===== config.mk =====
export PLATFORM = sky130hd
export DESIGN_NAME = mux_sel_scanner
export DESIGN_NICKNAME = d
export VERILOG_FILES = /design/src/rtl/mux_sel_scanner.sv
export SDC_FILE = /design/constraint.sdc
export NUM_CORES = 1
export LEC_CHECK = 0
export CAP_MARGIN = 20
export CORE_MARGIN = 1.5
export CORE_UTILIZATION = 49
export DETAILED_ROUTE_END_ITERATION = 16
export PLACE_DENSITY = 0.75
export SLEW_MARGIN = 20
export SYNTH_ARGS = -nofsm -noshare
export SYNTH_HDL_FRONTEND = slang
export SYNTH_SLANG_ARGS = --single-unit

===== constraint.sdc =====
create_clock -name clk -period 1.9 [get_ports clk]
set_clock_uncertainty 0.1 [all_clocks]
set_input_delay 0.38 -clock clk [delete_from_list [all_inputs] [get_ports clk]]
set_output_delay 0.38 -clock clk [all_outputs]
set_load 0.02 [all_outputs]

===== src/rtl/mux_sel_scanner.sv =====
// Scan controller for a 4:1 mux: steps the select across the enabled channels,
// samples z after a settle window and presents the 4-bit result over valid/ready.
module mux_sel_scanner #(
    parameter int SETTLE_CYCLES = 1
) (
    input  logic       clk,
    input  logic       rst_n,
    input  logic       start,
    input  logic [3:0] ch_mask,
    input  logic       z,
    input  logic       ready,
    output logic [1:0] s,
    output logic       busy,
    output logic [3:0] data,
    output logic       valid
);

    typedef enum logic [1:0] {
        IDLE   = 2'd0,
        SETTLE = 2'd1,
        DONE   = 2'd2
    } state_t;

    localparam logic [3:0] LAST_CNT = 4'(SETTLE_CYCLES - 1);

    state_t     state_q, state_d;
    logic [1:0] s_q, s_d;
    logic [3:0] cnt_q, cnt_d;
    logic [3:0] mask_q, mask_d;
    logic [3:0] cap_q, cap_d;
    logic [3:0] data_q, data_d;
    logic       valid_q, valid_d;
    logic       busy_q, busy_d;
    logic [2:0] nxt_s;

    // Lowest enabled channel of a non-zero mask.
    function automatic logic [1:0] first_ch(input logic [3:0] m);
        logic [1:0] r;
        r = 2'd0;
        for (int i = 3; i >= 0; i--) begin
            if (m[i]) begin
                r = 2'(i);
            end
        end
        return r;
    endfunction

    // {found, index} of the next enabled channel strictly above cur.
    function automatic logic [2:0] next_ch(input logic [3:0] m, input logic [1:0] cur);
        logic [2:0] r;
        r = 3'b000;
        for (int i = 3; i >= 0; i--) begin
            if (m[i] && (i > int'(cur))) begin
                r = {1'b1, 2'(i)};
            end
        end
        return r;
    endfunction

    // Next-state and datapath update.
    always_comb begin
        state_d = state_q;
        s_d     = s_q;
        cnt_d   = cnt_q;
        mask_d  = mask_q;
        cap_d   = cap_q;
        data_d  = data_q;
        valid_d = valid_q;
        busy_d  = busy_q;
        nxt_s   = next_ch(mask_q, s_q);
        case (state_q)
            IDLE: begin
                if (start) begin
                    mask_d = ch_mask;
                    cap_d  = 4'b0000;
                    data_d = 4'b0000;
                    busy_d = 1'b1;
                    cnt_d  = 4'd0;
                    if (ch_mask != 4'b0000) begin
                        s_d     = first_ch(ch_mask);
                        state_d = SETTLE;
                    end else begin
                        s_d     = 2'd0;
                        state_d = DONE;
                    end
                end else begin
                    state_d = IDLE;
                end
            end
            SETTLE: begin
                if (cnt_q == LAST_CNT) begin
                    cap_d[s_q] = z;
                    cnt_d      = 4'd0;
                    if (nxt_s[2]) begin
                        s_d = nxt_s[1:0];
                    end else begin
                        state_d = DONE;
                        data_d  = cap_d;
                        valid_d = 1'b1;
                    end
                end else begin
                    cnt_d = cnt_q + 4'd1;
                end
            end
            DONE: begin
                // An empty mask arrives here with valid low; raise it one edge later.
                if (!valid_q) begin
                    valid_d = 1'b1;
                    data_d  = cap_q;
                end else if (ready) begin
                    valid_d = 1'b0;
                    busy_d  = 1'b0;
                    s_d     = 2'd0;
                    state_d = IDLE;
                end else begin
                    state_d = DONE;
                end
            end
            default: begin
                state_d = IDLE;
                s_d     = 2'd0;
                cnt_d   = 4'd0;
                valid_d = 1'b0;
                busy_d  = 1'b0;
            end
        endcase
    end

    // State and output registers.
    always_ff @(posedge clk or negedge rst_n) begin
        if (!rst_n) begin
            state_q <= IDLE;
            s_q     <= 2'd0;
            cnt_q   <= 4'd0;
            mask_q  <= 4'b0000;
            cap_q   <= 4'b0000;
            data_q  <= 4'b0000;
            valid_q <= 1'b0;
            busy_q  <= 1'b0;
        end else begin
            state_q <= state_d;
            s_q     <= s_d;
            cnt_q   <= cnt_d;
            mask_q  <= mask_d;
            cap_q   <= cap_d;
            data_q  <= data_d;
            valid_q <= valid_d;
            busy_q  <= busy_d;
        end
    end

    assign s     = s_q;
    assign busy  = busy_q;
    assign data  = data_q;
    assign valid = valid_q;

endmodule

==> metrics.txt <==
prevailing post-synth register cell=dfrtp_1; Slew HR=73.2%; post-DP HPWL=approximately 2300 um; vias per inst=between 5 and 6; antenna violations before repair=0; DR vias=between 1000 and 1500; Pwr per Cell Area=about 1400 nW/um^2; die width=between 50 and 60 um; final wirelength=around 3100 um; RSZ-0062 raised after global routing=true; Layout area overhead=27.7%; clock sink count=21; critical path class=register to register; CP startpoint kind=register; Antenna Violating Nets Remaining=0; average wire per standard cell=~15 um; peak supply drop=1.16 mV; Synth Register Bits=21; Hold Path Class=input pin to asynchronous set/reset pin; Mapped Avg Cell Area=about 9.6 um^2; Site Rows=18; Fin. Hold Viols=0; Mapped Area=between 1000 and 1500 um^2; CTS H-tree depth=1; Synth Area in XOR/XNOR=approximately 1.3%; Synth top area share=about 39%; routability cong.=0.852; status=completed; Starting Density=a little over half; global-route wire length before repair=about 5300 um; Vert. Die Dim=between 50 and 60 um; Reg-to-Reg Start=cnt_q[1]$_DFFE_PN0P_; Req. time, crit path=between 2 and 2.5 ns; share of post-route cells with drive strength above 1=27.9%; core area=approximately 2500 um^2; flop2flop setup slack=roughly 0.054 ns; commonest cells after routing, fill and taps aside=20 x dfrtp_1, 14 x nand2_1, 14 x buf_4, 13 x clkdlybuf4s50_1, 12 x a21oi_1; most common cell after layout, fill and taps aside=dfrtp_1; area leader, netlist=dfrtp_1; number of enable flip-flop cells after synthesis=0; DRC viols=0; die area=3080 um^2; fin crit share=between 90% and 100%; clk root buf=clkbuf_4; initial DRC count=39; IO Port Bufs=16; FMAX=between 0.5 and 0.6 GHz; minimum clock period=roughly 1.8 ns; vias in the first global route=between 1000 and 1500; Synth Warn #=0; CTS buffer count=3; synthesized-area fraction occupied by adder cells=5.57%; total negative slack=0 ns; # diodes=0; largest family of logic cells by synthesized area=simple AND/OR/NAND/NOR gates; GRT Overall Usage=between 20% and 30%; post-synth cell types=41; Worst EP arrival=1.98 ns; Synth Area in Compound Gates=about a fifth; Pre-Repair DR Iteration Count=4; Seq/Total Area, Yosys=39.0%; final layout net count=approximately 190; final setup vio count=0; Post-CTS Hold Fix Bufs=0; Least-Margin Pin Slew=around 0.4 ns; clk_lat worst skew=between 0.3 and 0.4 ns; CTS Buffer Depth=2; clock transition at the registers of the reported paths=between 0.1 and 0.15 ns; Worst setup EP type=register; pin count of the biggest net entering global routing=22; CTS tree=built; simple-gate portion of the synthesized area=about a fifth; I/O pin total=17; fin util=about 68%; total gr overflow=0; Syn Nets=156; multiplexer area fraction after synthesis=between 7 and 8%; Max FO, Critical Path=4; r2r worst-path depth=7; Critical R2R Capture=cap_q[2]$_DFFE_PN0P_; final max-slew violation count=0; Cells after Synth=between 100 and 150; Synth area leaders=dfrtp_1 39%, mux2_2 6.7%, ha_1 5.6%, a21oi_1 4.8%, nand2_1 3.9%; Leak=0.806 nW; Max Cap Viol=0; ys async rst share=100%
[where the power goes]
part           internal, mW  switching [mW]
registers             0.573           0.135
logic                 0.658           0.775
clock network        0.0821           0.136
total                  1.31            1.05
[worst max-delay path, cell delays in order, from the launching register on]
cell and delay, ns:
dfrtp_1 0.42, inv_2 0.08, ha_4 0.12, nor3b_4 0.30
o21a_4 0.22, o21ai_4 0.06, or2_4 0.25, o31ai_4 0.21
[cell type report]
| type | instances | area [um^2] |
|---|---|---|
| multi-input cells | 104 | 796 |
| well taps | 30 | 37.5 |
| fillers | 204 | 822 |
| repair buffers | 31 | 289 |
| inverters | 12 | 47.5 |
| flip-flops and latches | 21 | 527 |
| clock buffers | 4 | 26.3 |
[what timing repair did]
item	CTS	global route
endpoints found under the hold margin	0	0
pin swaps	3	5
gates cloned	0	0
resized for setup	10	10
setup endpoints to repair	3	9
setup buffers	2	1
[per-stage QoR]
step | cell area, um^2 | hold slack [ns] | std cells | worst slack [ns] | power (mW)
floorplan | 1350 | -0.0156 | 141 | 0.105 | 1.62
global placement | 1610 | 0.375 | 195 | -0.0775 | 2.00
detailed placement | 1610 | 0.394 | 195 | -0.146 | 2.04
CTS | 1680 | 0.302 | 201 | -0.00621 | 2.28
global route | 1720 | 0.310 | 202 | -0.0153 | 2.52
finish | 1720 | 0.299 | 202 | 0.0543 | 2.36
[flip-flops by register name (all words and copies together) (netlist names)]
signal and flops:
data 4, s 2, busy 1, state_q 2
valid 1, cap_q 4, cnt_q 4, mask_q 3
[Yosys cell counts, types with 2 or more instances]
library cell / instances
o21ai_1: 2
xor2_1: 2
mux2_2: 8
nand2b_4: 2
and3_1: 2
buf_6: 2
nand2b_1: 3
nor2_1: 10
nor3_1: 5
nor4_1: 2
a21oi_1: 13
dfrtp_1: 21
inv_1: 11
o21ai_0: 6
nand2_1: 14
and2_1: 2
a31oi_1: 2
nand4_1: 2
a21o_1: 2
nand3_1: 3
o31ai_2: 2
ha_1: 6
[cell families (layout without fill, tap and decap cells)]
| group | count (synthesis) | in the layout |
|---|---|---|
| compound gates | 38 | 38 |
| xor+xnor | 2 | 2 |
| fa+ha+maj | 6 | 6 |
| buf+inv | 16 | 47 |
| flops | 21 | 21 |
| mux | 9 | 9 |
| simple gates | 49 | 49 |
[worst max-delay path by stage]
stage                           start              endpoint  slack (ns)  depth (start not counted)
2_1_floorplan  state_q[0]$_DFFE_PN0P_      s[0]$_DFFE_PN0P_        0.11                          6
3_3_place_gp                    start      s[0]$_DFFE_PN0P_       -0.08                          5
3_5_place_dp                    start      s[0]$_DFFE_PN0P_       -0.15                          5
4_1_cts          cnt_q[1]$_DFFE_PN0P_      s[0]$_DFFE_PN0P_      -0.006                          6
5_1_grt          cnt_q[1]$_DFFE_PN0P_  cap_q[2]$_DFFE_PN0P_       -0.02                          7
6_report         cnt_q[1]$_DFFE_PN0P_  cap_q[2]$_DFFE_PN0P_        0.05                          7
[per-layer routing]
layer  vias up  wire, um  track usage, %
li1        557         -               -
met1       572      1370            28.0
met2        22      1530            34.4
met3         6       111            4.22
met4         0        72            11.5
met5         -         0               0
No activity file was read; power rests on OpenSTA's default activity.
